<file path="config.mk">
export PLATFORM = sky130hd
export DESIGN_NAME = keypad_scanner_flat
export DESIGN_NICKNAME = d
export VERILOG_FILES = /design/src/rtl/keypad_scanner_if.sv /design/src/rtl/keypad_scanner.sv /design/src/flat_wrapper.sv
export SDC_FILE = /design/constraint.sdc
export NUM_CORES = 1
export LEC_CHECK = 0
export ABC_AREA = 1
export CORE_UTILIZATION = 54
export DETAILED_ROUTE_END_ITERATION = 6
export GPL_TIMING_DRIVEN = 1
export PLACE_DENSITY = 0.76
export SLEW_MARGIN = 20
export SYNTH_ARGS = -nofsm -noshare
export SYNTH_HDL_FRONTEND = slang
export SYNTH_SLANG_ARGS = --single-unit
</file>
<file path="constraint.sdc">
create_clock -name clk -period 2 [get_ports clk]
set_clock_uncertainty 0.05 [all_clocks]
set_input_delay 0.4 -clock clk [delete_from_list [all_inputs] [get_ports clk]]
set_output_delay 0.4 -clock clk [all_outputs]
set_load 0.05 [all_outputs]
</file>
<file path="src/rtl/keypad_scanner_if.sv">
// Keypad-side and controller-side signals of the 4x4 keypad scanner.
// master: the scanner itself; slave: the keypad model / downstream controller.
interface keypad_scanner_if;
  logic [3:0] col;
  logic [3:0] row;
  logic [3:0] num;
  logic       pressed;
  logic       key_pulse;

  modport master (
    input  col,
    output row,
    output num,
    output pressed,
    output key_pulse
  );

  modport slave (
    output col,
    input  row,
    input  num,
    input  pressed,
    input  key_pulse
  );
endinterface

</file>
<file path="src/rtl/keypad_scanner.sv">
// 4x4 membrane keypad scanner with per-scan debounce, giving a stable code plus a level pressed flag.
// Optional auto-repeat of a held key is enabled by defining KEYPAD_REPEAT_EN.
module keypad_scanner #(
  parameter int SCAN_DIV       = 50000,
  parameter int DEBOUNCE_SCANS = 5,
  parameter int REPEAT_SCANS   = 125
) (
  input logic               clk,
  input logic               rd,
  keypad_scanner_if.master  kp
);

  localparam int SLOT_W = $clog2(SCAN_DIV);
  localparam int DEB_W  = $clog2(DEBOUNCE_SCANS + 1);
  localparam logic [SLOT_W-1:0] SLOT_LAST = SLOT_W'(SCAN_DIV - 1);
  localparam logic [DEB_W-1:0]  DEB_LAST  = DEB_W'(DEBOUNCE_SCANS - 1);
`ifdef KEYPAD_REPEAT_EN
  localparam int REP_W = $clog2(REPEAT_SCANS + 1);
  localparam logic [REP_W-1:0]  REP_LAST  = REP_W'(REPEAT_SCANS - 1);
`endif

  typedef enum logic [1:0] {
    IDLE       = 2'd0,
    CHECK      = 2'd1,
    HELD       = 2'd2,
    REPEAT_GAP = 2'd3
  } state_t;

  // Fixed key legend: 10 start, 11 cancel, 12 confirm.
  function automatic logic [3:0] key_map(input logic [1:0] r, input logic [1:0] c);
    logic [3:0] code;
    case ({r, c})
      4'h0: code = 4'd1;   4'h1: code = 4'd2;   4'h2: code = 4'd3;   4'h3: code = 4'd10;
      4'h4: code = 4'd4;   4'h5: code = 4'd5;   4'h6: code = 4'd6;   4'h7: code = 4'd11;
      4'h8: code = 4'd7;   4'h9: code = 4'd8;   4'hA: code = 4'd9;   4'hB: code = 4'd12;
      4'hC: code = 4'd14;  4'hD: code = 4'd0;   4'hE: code = 4'd15;  4'hF: code = 4'd13;
      default: code = 4'd0;
    endcase
    return code;
  endfunction

  // Returns {hit, index} of the lowest asserted column.
  function automatic logic [2:0] lowest_col(input logic [3:0] low);
    logic [2:0] res;
    if (low[0])      res = 3'b100;
    else if (low[1]) res = 3'b101;
    else if (low[2]) res = 3'b110;
    else if (low[3]) res = 3'b111;
    else             res = 3'b000;
    return res;
  endfunction

  logic [3:0]        col_meta_r, col_sync_r;
  logic [SLOT_W-1:0] slot_r;
  logic [1:0]        row_idx_r;
  logic [3:0]        row_r;
  logic              hit_acc_r;
  logic [3:0]        code_acc_r;
  state_t            state_r;
  logic [3:0]        cand_r, num_r;
  logic [DEB_W-1:0]  cnt_r, rel_r;
  logic              pressed_r, key_pulse_r;
`ifdef KEYPAD_REPEAT_EN
  logic [REP_W-1:0]  rep_r;
`endif

  logic       tick_s, scan_end_s, scan_hit_s, match_s;
  logic [1:0] row_nxt_s;
  logic [2:0] col_sel_s;
  logic [3:0] scan_code_s;

  // Scan bookkeeping: slot tick, scan end, and this scan's result including the current row.
  always_comb begin
    tick_s      = (slot_r == SLOT_LAST);
    scan_end_s  = tick_s && (row_idx_r == 2'd3);
    row_nxt_s   = row_idx_r + 2'd1;
    col_sel_s   = lowest_col(~col_sync_r);
    scan_hit_s  = hit_acc_r | col_sel_s[2];
    if (hit_acc_r) begin
      scan_code_s = code_acc_r;
    end else begin
      scan_code_s = key_map(row_idx_r, col_sel_s[1:0]);
    end
    match_s     = scan_hit_s && (scan_code_s == num_r);
  end

  // Column synchroniser, slot counter and one-hot row drive.
  always_ff @(posedge clk or negedge rd) begin
    if (!rd) begin
      col_meta_r <= 4'b1111;
      col_sync_r <= 4'b1111;
      slot_r     <= {SLOT_W{1'b0}};
      row_idx_r  <= 2'd0;
      row_r      <= 4'b1110;
    end else begin
      col_meta_r <= kp.col;
      col_sync_r <= col_meta_r;
      if (tick_s) begin
        slot_r    <= {SLOT_W{1'b0}};
        row_idx_r <= row_nxt_s;
        row_r     <= 4'b1111 ^ (4'b0001 << row_nxt_s);
      end else begin
        slot_r    <= slot_r + SLOT_W'(1);
      end
    end
  end

  // Per-scan accumulation: the first row with a hit fixes the code (lowest row wins).
  always_ff @(posedge clk or negedge rd) begin
    if (!rd) begin
      hit_acc_r  <= 1'b0;
      code_acc_r <= 4'd0;
    end else if (scan_end_s) begin
      hit_acc_r  <= 1'b0;
      code_acc_r <= 4'd0;
    end else if (tick_s) begin
      hit_acc_r  <= scan_hit_s;
      code_acc_r <= scan_code_s;
    end else begin
      hit_acc_r  <= hit_acc_r;
      code_acc_r <= code_acc_r;
    end
  end

  // Debounce FSM, evaluated once per scan end; num only changes on acceptance.
  always_ff @(posedge clk or negedge rd) begin
    if (!rd) begin
      state_r     <= IDLE;
      cand_r      <= 4'd0;
      cnt_r       <= {DEB_W{1'b0}};
      rel_r       <= {DEB_W{1'b0}};
      num_r       <= 4'd0;
      pressed_r   <= 1'b0;
      key_pulse_r <= 1'b0;
`ifdef KEYPAD_REPEAT_EN
      rep_r       <= {REP_W{1'b0}};
`endif
    end else begin
      key_pulse_r <= 1'b0;
      if (scan_end_s) begin
        case (state_r)
          IDLE: begin
            if (scan_hit_s) begin
              cand_r  <= scan_code_s;
              cnt_r   <= DEB_W'(1);
              state_r <= CHECK;
            end else begin
              cnt_r   <= {DEB_W{1'b0}};
            end
          end
          CHECK: begin
            if (scan_hit_s && (scan_code_s == cand_r)) begin
              if (cnt_r == DEB_LAST) begin
                num_r       <= cand_r;
                pressed_r   <= 1'b1;
                key_pulse_r <= 1'b1;
                cnt_r       <= {DEB_W{1'b0}};
                rel_r       <= {DEB_W{1'b0}};
                state_r     <= HELD;
              end else begin
                cnt_r       <= cnt_r + DEB_W'(1);
              end
            end else begin
              cnt_r   <= {DEB_W{1'b0}};
              state_r <= IDLE;
            end
          end
          HELD: begin
            if (match_s) begin
              rel_r <= {DEB_W{1'b0}};
`ifdef KEYPAD_REPEAT_EN
              if (rep_r == REP_LAST) begin
                rep_r     <= {REP_W{1'b0}};
                pressed_r <= 1'b0;
                state_r   <= REPEAT_GAP;
              end else begin
                rep_r     <= rep_r + REP_W'(1);
              end
`endif
            end else begin
`ifdef KEYPAD_REPEAT_EN
              rep_r <= {REP_W{1'b0}};
`endif
              if (rel_r == DEB_LAST) begin
                rel_r     <= {DEB_W{1'b0}};
                pressed_r <= 1'b0;
                state_r   <= IDLE;
              end else begin
                rel_r     <= rel_r + DEB_W'(1);
              end
            end
          end
`ifdef KEYPAD_REPEAT_EN
          // One scan with pressed low, then a fresh strobe for the same key.
          REPEAT_GAP: begin
            pressed_r   <= 1'b1;
            key_pulse_r <= 1'b1;
            state_r     <= HELD;
            if (match_s) begin
              rel_r <= {DEB_W{1'b0}};
            end else begin
              rel_r <= rel_r + DEB_W'(1);
            end
          end
`endif
          default: begin
            state_r   <= IDLE;
            pressed_r <= 1'b0;
            cnt_r     <= {DEB_W{1'b0}};
            rel_r     <= {DEB_W{1'b0}};
          end
        endcase
      end
    end
  end

  assign kp.row       = row_r;
  assign kp.num       = num_r;
  assign kp.pressed   = pressed_r;
  assign kp.key_pulse = key_pulse_r;

endmodule

</file>
<file path="src/flat_wrapper.sv">
// flat-port wrapper written by rule: the top's interface ports become plain ports
module keypad_scanner_flat 
#(
  parameter int SCAN_DIV       = 50000,
  parameter int DEBOUNCE_SCANS = 5,
  parameter int REPEAT_SCANS   = 125
)
  (clk, rd, kp_col, kp_row, kp_num, kp_pressed, kp_key_pulse);
  keypad_scanner_if kp_i ();
  input logic clk;
  input logic rd;
  input wire logic [$bits(kp_i.col)-1:0] kp_col;
  output wire logic [$bits(kp_i.row)-1:0] kp_row;
  output wire logic [$bits(kp_i.num)-1:0] kp_num;
  output wire logic [$bits(kp_i.pressed)-1:0] kp_pressed;
  output wire logic [$bits(kp_i.key_pulse)-1:0] kp_key_pulse;
  assign kp_i.col = kp_col;
  assign kp_row = kp_i.row;
  assign kp_num = kp_i.num;
  assign kp_pressed = kp_i.pressed;
  assign kp_key_pulse = kp_i.key_pulse;
  keypad_scanner #(.SCAN_DIV(SCAN_DIV), .DEBOUNCE_SCANS(DEBOUNCE_SCANS), .REPEAT_SCANS(REPEAT_SCANS)) u_core (.clk(clk), .rd(rd), .kp(kp_i));
endmodule
</file>
* Word-level counts from Yosys, hierarchy flattened
Memory sizes are Yosys's and may differ from the RTL's.
Index checks and enable logic that the tools add are counted.
** Cells by class
- $add $sub $neg :: 4
- Equality and inequality tests :: 14
- Shift operators :: 1
- Multiplexer cells :: 34
- Bitwise logic cells :: 5
- Reduce and logical (&&, ||, !) cells :: 11
** Operators by type and width (number)
- 3-bit two-way mux :: 10
- 3-bit one-hot mux with 3 select lines :: 2
- 16-bit by 1-bit adder with 16-bit output, second input constant :: 1
- 16-bit equality test, second input constant :: 1
- 16-bit two-way mux :: 1
- 4-bit two-way mux :: 3
- 1-bit two-way mux :: 11
- 2-bit two-way mux :: 5
- 4-bit equality test :: 2
- 2-bit by 1-bit != test with 1-bit output, second input constant :: 4
- 4-bit inverter :: 2
- 4-bit AND reduction :: 2
- 3-bit by 1-bit adder with 3-bit output, second input constant :: 2
- 3-bit equality test, second input constant :: 2
- 2-bit one-hot mux with 3 select lines :: 1
- 6-bit AND reduction :: 1
- 5-bit AND reduction :: 1
- 2-bit equality test, second input constant :: 2
- 1-bit by 2-bit << shifter with 4-bit output, first input constant :: 1
- 1-bit logical AND :: 3
- 3-bit != test, second input constant :: 1
- 1-bit one-hot mux with 3 select lines :: 1
- 3-bit AND reduction :: 1
- 2-bit by 1-bit adder with 2-bit output, second input constant :: 1
- 7 further kinds :: 8
** Storage, ports and cells
- Register bits :: 53
- Memory bits (read-only) :: 64
- Input bits :: 6
- Output and inout bits :: 10
- Word-level logic and storage cells :: 84
- Memories :: 1
** Memories
- (no name shown) :: words 16, width 4, rd ports 1, clocked after memory_dff 0, write ports 0, line keypad_scanner.sv:32 : case ({r, c})

* Longest topological paths before layout
An unclocked memory read counts as a cell.
- Depth in word-level cells :: 12
- Mapped depth :: 21
- Gate-level depth less buffers :: 21

* Least setup slack after synthesis
Ideal clock, no wire load.
- Path kind :: register -> register
- Start point :: reg u_core.col_sync_r[0]
- End point :: reg u_core.rel_r[2]
- Setup time :: 117 ps
- Data arrival time :: 1978 ps
- Data required time :: 1833 ps
- Slack :: -145 ps
- Stages on the path, launching flop included :: 19
- Buffers on the path :: 0
- Period minus slack after synthesis :: 2145 ps
- Cells stage by stage :: dfstp_2 -> nand2_1 -> inv_2 -> nand2_2 -> ha_1 -> nand2_2 -> nand2_1 -> a21oi_2 -> nand2_1 -> nand3_1 -> nand3_2 -> inv_2 -> nand2_4 -> inv_2 -> nand3_2 -> nand2_2 -> nand2_2 -> nand2_1 -> nand2_1
** On the way
- Cells in the longest elaborated chain, start to end :: 8
- Elaborated cells between the ends (all ways) :: 13
- Those cells by class :: eq/ne: 3; mux: 4; bitwise: 2; reduce/logical: 3; memory: 1
** RTL lines
- start, declared :: line keypad_scanner.sv:53 : logic [3:0] col_meta_r, col_sync_r;
- start signal, assigned :: line keypad_scanner.sv:97 : col_sync_r <= col_meta_r;
- 4-bit inverter * :: line keypad_scanner.sv:77 : col_sel_s = lowest_col(~col_sync_r);
- 3-bit two-way mux * :: line keypad_scanner.sv:45 : if (low[0]) res = 3'b100;
- memory read 16 x 4 bit
- 4-bit two-way mux :: line keypad_scanner.sv:79 : if (hit_acc_r) begin
- 4-bit equality test, on equally long branches :: line keypad_scanner.sv:84, keypad_scanner.sv:152
- 1-bit logical AND, on equally long branches :: line keypad_scanner.sv:84, keypad_scanner.sv:152
- 3-bit two-way mux or 2-bit by 1-bit != test with 1-bit output (tied branches)
- 3-bit one-hot mux with 3 select lines or 4-bit AND reduction (tied branches)
- end signal, assigned :: line keypad_scanner.sv:158 : rel_r <= {DEB_W{1'b0}};
- end signal, assigned :: line keypad_scanner.sv:170 : rel_r <= {DEB_W{1'b0}};
- end signal, assigned :: line keypad_scanner.sv:185 : rel_r <= {DEB_W{1'b0}};
- end, declared :: line keypad_scanner.sv:61 : logic [DEB_W-1:0] cnt_r, rel_r;
Every way passes the cells marked *; elsewhere a longest branch is shown, timed or not.
A chain may end at the register's enable or synchronous reset.

* Final worst setup path
- Start point :: reg u_core.col_sync_r[0]
- End point :: reg u_core.rel_r[0]
The elaborated chain is that of the path after synthesis.

==> results.md <==
* Period minus WS final at 2.25 ns
* Routed Antenna Nets at 0
* Crit path depth at 19
* WL/cell at 12.4 um
* Max incr delay on CP at 0.59 ns
* Slew @ Worst Pin at 0.496 ns
* CTS tree: done
* Initial antenna violation count at 0
* Core Area at 5140 um^2
* DR vias at 2395
* Crit-path slowest cell: dfstp_2
* DR pass1 iterations at 4
* Most common cell after layout, fill and taps aside: nand2_1
* Worst path arrival time at 2.41 ns
* Final instance area at 3560 um^2
* Post-Syn Area per Cell at 8.27 um^2
* H-tree depth at 2
* Die area at 5690 um^2
* Placed insts at 456
* Yosys top cell by area: dfrtp_1
* Leakage at 1.71 nW
* Top FF cell, synth: dfrtp_1
* Std-Cell Rows at 26
* Setup CP Type: flop to flop
* Crit-path max FO at 4
* Port Buffers at 15
* Fin crit share at 113%
* Setup tns final at -2.94 ns
* Remaining DRCs at 0
* RSZ-0062 raised after global routing: yes
* Iter 0 DRT Violations at 109
* Pin count of the biggest net entering global routing at 54
* Cell Area, Placed at 3320 um^2
* Clock latency on the worst-skew pair at 0.32 ns
* Routed wl met3 at 137 um
* Worst reg2reg endpoint: u_core.rel_r[0]
* Setup violators final at 14
* Area of the mapped netlist at 2910 um^2
* Synth warnings at 0
* CP Cell Sequence: nand2_2 -> inv_2 -> nand2_4 -> ha_4 -> nand2_2 -> nand2_2 -> a21oi_2 -> nand2_2 -> nand2_2 -> nand2_2 -> nand3_2 -> inv_2 -> nand2_4 -> inv_2 -> nand3_2 -> nand2_4 -> nand2_4 -> nand2_1 -> nand2_1
* Max Used Layer: met4
* Grt total ovfl at 0
* Library cells used by synthesis at 34
* Final hold slack at 0.00394 ns
* Share of cells above drive strength 1 at 30.9%
* Kind of cell adding the most delay to the critical path: simple AND/OR/NAND/NOR gates
* Filler cells at 441
* Share of the synthesized area in the top cell type at 36.1%
* First-pass GRT wire length at 9.60 mm
* CTS Hold Bufs at 0
* Number of synthesized flops with an enable pin at 0
* Final Slew Violations at 0
* Vias/cell at 5.12
* Async S/R FF share, synth at 100%
* Number of global-route vias before repair at 2185
* Layout Nets at 415
* Sequential area share after synthesis at 46.0%
* Failing checks: setup timing
* Syn Nets at 370
* Routed wire length at 5.79 mm
* Final hold vios at 0
* # diodes at 0
* Worst path bufs/invs at 3
* Num Clock Sinks at 53
* Reg2Reg Setup Slack at -0.25 ns
* Area contributors post-synth: dfrtp_1 (36%), nand2_1 (11%), dfstp_2 (9.9%)
* Status: complete, but fails checks
* Die extent in x at 75.4 um
* Psw at 450 uW
* Power per cell area at 517 nW/um^2
* Worst IR drop on VDD at 0.483 mV
* Starting Density at 56.6%
* DRT met1 WL at 2.73 mm
* Wire length on met2 at 2.83 mm
* Non-filler cells, final at 468
* Reg2Reg Depth at 19
* Reg2reg start: u_core.col_sync_r[0]
* CP Launch Type: flop
* Synth Register Bits at 53
* Hpwl dp at 4.20 mm
* Comb pwr share at 8.0%
* Chip Height at 75.4 um
* CTS buffer count at 5
* Final worst slack at -0.252 ns
* Cell mode on critical path: nand2_2
* Sequential Power Share at 59.3%
* Root buffer cell: clkbuf_8
* Synthesis-to-layout area growth at 22.3%
* Fmax at 0.444 GHz
* Hold Path Class: input port to asynchronous set/reset pin
* CTS clk-pin slew, worst paths at 0.10 ns
* Final RePlAce weighted congestion at 0.777
* CP startpoint: u_core.col_sync_r[0]
* Critical path endpoint: u_core.rel_r[0]
* Post-synthesis cell count at 352
* Commonest cells after routing, fill and taps aside: nand2_1 (73), dfrtp_1 (42), inv_1 (39), nor2_1 (35), buf_4 (30)
* Max Cap Viol at 0
* Clock share of power at 32.8%
* CP endpoint kind: flop
* GRT Total Usage at 22.8%
* Int Power at 1.39 mW
* Sw frac at 24.4%
* Rel. slew slack at 66.8%
* IO Count at 16
* Clock buffer depth at 2
* Req. time, crit path at 2.16 ns
-- registers in the layout, summed over array words and instances (netlist names) --
| signal | count |
|---|---|
| u_core.col_meta_r | 4 |
| u_core.rel_r | 3 |
| u_core.cand_r | 4 |
| u_core.slot_r | 16 |
| u_core.kp.pressed | 1 |
| u_core.cnt_r | 3 |
| u_core.col_sync_r | 4 |
| u_core.kp.row | 4 |
| u_core.row_idx_r | 2 |
| u_core.code_acc_r | 4 |
| u_core.kp.key_pulse | 1 |
| u_core.state_r | 2 |
| u_core.hit_acc_r | 1 |
| u_core.kp.num | 4 |
-- repair_timing --
item                       in CTS  in global routing
buffers inserted                2                  2
setup endpoints to repair      14                 20
hold endpoints to repair        0                  0
pin swaps                      20                 12
resized for setup              11                 22
-- cells by family after synthesis --
family	Yosys count	share of synthesized area (%)
AOI/OAI and AO/OA	32	5.84
and+or+nand+nor	194	33.4
adders and majority gates	12	5.16
xor gates and xnor gates	8	2.41
buffers and inverters	53	7.18
DFF	53	46.0
-- layer usage --
layer | global-route usage [%] | vias to the layer above
met5 | 0 | -
met4 | 8.44 | 0
met3 | 3.31 | 7
met2 | 39.1 | 40
met1 | 29.4 | 1137
li1 | - | 1211
-- worst register-to-register path, cell delays in order (launching register included) --
cell and delay [ns]:
dfstp_2 0.59, nand2_2 0.07, inv_2 0.07, nand2_4 0.07
ha_4 0.27, nand2_2 0.05, nand2_2 0.06, a21oi_2 0.05
nand2_2 0.11, nand2_2 0.08, nand2_2 0.07, nand3_2 0.06
inv_2 0.07, nand2_4 0.08, inv_2 0.06, nand3_2 0.08
nand2_4 0.10, nand2_4 0.06, nand2_1 0.06, nand2_1 0.04
-- layout make-up --
type                    instances  area [um^2]  area share [%]
inverters                      51          196            5.52
flip-flops and latches         53         1340            37.6
repair buffers                 40          332            9.31
multi-input cells             246         1520            42.7
clock inverters                 3         17.5           0.492
clock buffers                   5         68.8            1.93
well taps                      70         87.6            2.46
-- worst min path at each step --
stage / endpoint / slack, ns / cells after the start
2_1_floorplan: u_core.cand_r[0] / 0.05 / 0
3_3_place_gp: u_core.col_sync_r[2] / 0.30 / 0
3_5_place_dp: u_core.col_sync_r[1] / 0.30 / 0
4_1_cts: u_core.slot_r[8] / 0.02 / 2
5_1_grt: u_core.slot_r[7] / 0.04 / 2
6_report: u_core.slot_r[7] / 0.004 / 2
-- per-stage QoR --
step / util, % / power, mW / setup slack [ns]
after floorplan: - / 1.18 / -0.128
after CTS: 67.3 / 1.85 / -0.250
after global placement: 64.6 / 1.24 / -0.225
final: 69.3 / 1.84 / -0.252
after detailed placement: 64.6 / 1.25 / -0.274
after global routing: 69.3 / 1.91 / -0.420
-- power groups by stage --
stage | combinational, mW | clock [mW] | sequential [mW]
after floorplan | 0.0678 | 0 | 1.11
after global placement | 0.132 | 0 | 1.11
after detailed placement | 0.135 | 0 | 1.11
after CTS | 0.141 | 0.616 | 1.09
after global routing | 0.162 | 0.656 | 1.09
final | 0.147 | 0.604 | 1.09
-- synth_stat cells, types with 2 or more instances --
library cell,n
a21oi_1,9
dfrtp_1,42
dfstp_2,11
ha_1,12
inv_1,41
inv_2,8
nand2_1,82
nand2_2,16
nand3_1,26
nand3_2,4
nand4_1,9
nor2_1,39
nor2_4,4
nor3_1,4
nor3_2,2
o21ai_0,13
o21ai_1,6
xor2_1,8
(Power assumes the default switching activity.)
==> edit (config.mk and constraints unchanged) <==
Build with the macro `KEYPAD_REPEAT_EN` defined.
--- a/src/rtl/keypad_scanner.sv
+++ b/src/rtl/keypad_scanner.sv
@@ -1,5 +1,7 @@
 // 4x4 membrane keypad scanner with per-scan debounce, giving a stable code plus a level pressed flag.
 // Optional auto-repeat of a held key is enabled by defining KEYPAD_REPEAT_EN.
+`define KEYPAD_REPEAT_EN
+
 module keypad_scanner #(
   parameter int SCAN_DIV       = 50000,
   parameter int DEBOUNCE_SCANS = 5,
Check against the original RTL: same outputs for any inputs over 10 cycles, from zero or initial values; that may be too few to reach the edited logic, so the function may still have changed.
==> edit against the original RTL <==
The run still ends with setup timing left. Die area up 16%. Sequential cell count up 7. First-iteration DRC count rose by 70%. Count of clock-buffer cells in the layout grew 7. Cell area rose by 20%. Sequential share of layout area down 2.0 points. Wire length grew 29%. Worst setup slack lost 0.15 ns. Clock power increased by 100%. Power is 42% higher. Area after synthesis rose by 16%.
==> edit: results (changes against the original RTL) <==
- Worst stage delay on the critical path: 0.55 ns (-0.04 ns)
- Top post-synthesis cells by area: dfrtp_1 (36%), nand2_1 (11%), dfstp_2 (8.5%)
- Number of global-route vias before repair: 2808 (+29%)
- RD Place Congestion: 0.895 (+15%)
- Lkg Pwr: 2.08 nW (+21%)
- Status: finished with violations
- Worst r2r src: u_core.col_sync_r[3]
- Syn Inst Count: 415 (+18%)
- Nets: 488 (+18%)
- Most instantiated cells after synthesis: nand2_1 (101), inv_1 (59), dfrtp_1 (49), nand3_1 (33), nor2_1 (29)
- Failing checks: setup timing
- Ratio of cells with drive above 1 in the final layout: 0.285 (-0.0245)
- Max VDD drop: 0.367 mV (-24%)
- Crit path DAT: 2.59 ns (+0.18 ns)
- Total global-route track usage: 0.252 (+0.0245)
- # port buffers: 15 (unchanged)
- Routed WL per cell: 13.7 um (+11%)
- Worst-Skew Late Latency: 0.35 ns (+0.03 ns)
- Cell total after placement: 526 (+15%)
- Power share of the clock group: 0.470 (+0.142)
- P_int: 2.02 mW (+45%)
- Num CTS Buffers: 9 (+4)
- Hpwl dp: 5.23 mm (+25%)
- CP max FO: 8 (+4)
- Post-synth cell types: 38 (+12%)
- Setup Viol. Count Final: 21 (+7)
- Fill cells: 456 (+3.4%)
- FF-to-FF path depth: 18 (-1)
- Slew HR: 0.662 (-0.00599)
- H-tree depth: 3 (+1)
- Starting DRT DRC Count: 185 (+70%)
- Power Combinational: 0.151 mW (+3%)
- Global-route wire length before repair: 12.5 mm (+30%)
- Post-Route Setup TNS: -6.95 ns (-4.01 ns)
- Placed Area: 0.00381 sq mm (+15%)
- Syn nets: 437 (+18%)
- Setup ws final: -0.404 ns (-0.152 ns)
- Vias/cell: 5.31 (+3.8%)
- Pin count of the biggest net entering global routing: 45 (-17%)
- Pre-CTS WS: -0.387 ns (-0.113 ns)
- Sw Ratio: 0.227 (-0.0172)
- Via count: 2899 (+21%)
- Clock transition at the registers of the reported paths: 0.08 ns (-0.02 ns)
## edit: logic make-up (layout without fill, tap and decap cells)
family          count (synthesis)  count (layout)  share of synthesized area
compound gates                 51              51                     0.0855
xor+xnor                       10              10                     0.0259
fa+ha+maj                      16              16                     0.0592
buf+inv                        66             122                     0.0733
flops                          60              60                      0.448
mux                             1               1                    0.00296
simple gates                  211             211                      0.305
## edit: area by class of cell
| cell class | instances | area (sq um) | area share |
|---|---|---|---|
| Tap cell | 75 | 93.8 | 0.0221 |
| Inverter | 65 | 254 | 0.0597 |
| Sequential cell | 60 | 1520 | 0.356 |
| Clock buffer | 12 | 145 | 0.0341 |
| Multi-Input combinational cell | 289 | 1810 | 0.426 |
| Timing Repair Buffer | 41 | 360 | 0.0847 |
| Clock inverter | 4 | 72.6 | 0.0171 |
## edit: final timing paths
| kind | end | slack (ns) |
|---|---|---|
| worst max-delay path | u_core.kp.num[1] | -0.40 |
| worst min-delay path | u_core.col_sync_r[3] | 0.31 |
| max in group asynchronous | u_core.kp.row[2] | 0.82 |
| worst max register to register | u_core.kp.num[1] | -0.40 |
| min in group asynchronous | u_core.kp.num[3] | 0.45 |
| worst min register to register | u_core.col_sync_r[3] | 0.31 |
## edit: worst reg2reg max path, delay by kind of cell, from the launching register on
kind	cells	cell delay [ns]
compound gates	1	0.07
flops	1	0.55
simple gates	13	1.26
fa+ha+maj	1	0.16
buf+inv	3	0.21
## edit: timing repair
item,CTS,global route
hold buffers,1,0
pin swaps,24,20
setup endpoints to repair,24,31
buffers inserted,0,3
hold endpoints to repair,16,0
gates resized for setup,31,27
## edit: metal layers
layer  share of wire  up-vias  GRT usage
li1                -     1444          -
met1            0.45     1370      0.322
met2            0.48       64      0.407
met3           0.040       21     0.0573
met4           0.024        0      0.113
met5               0        -          0
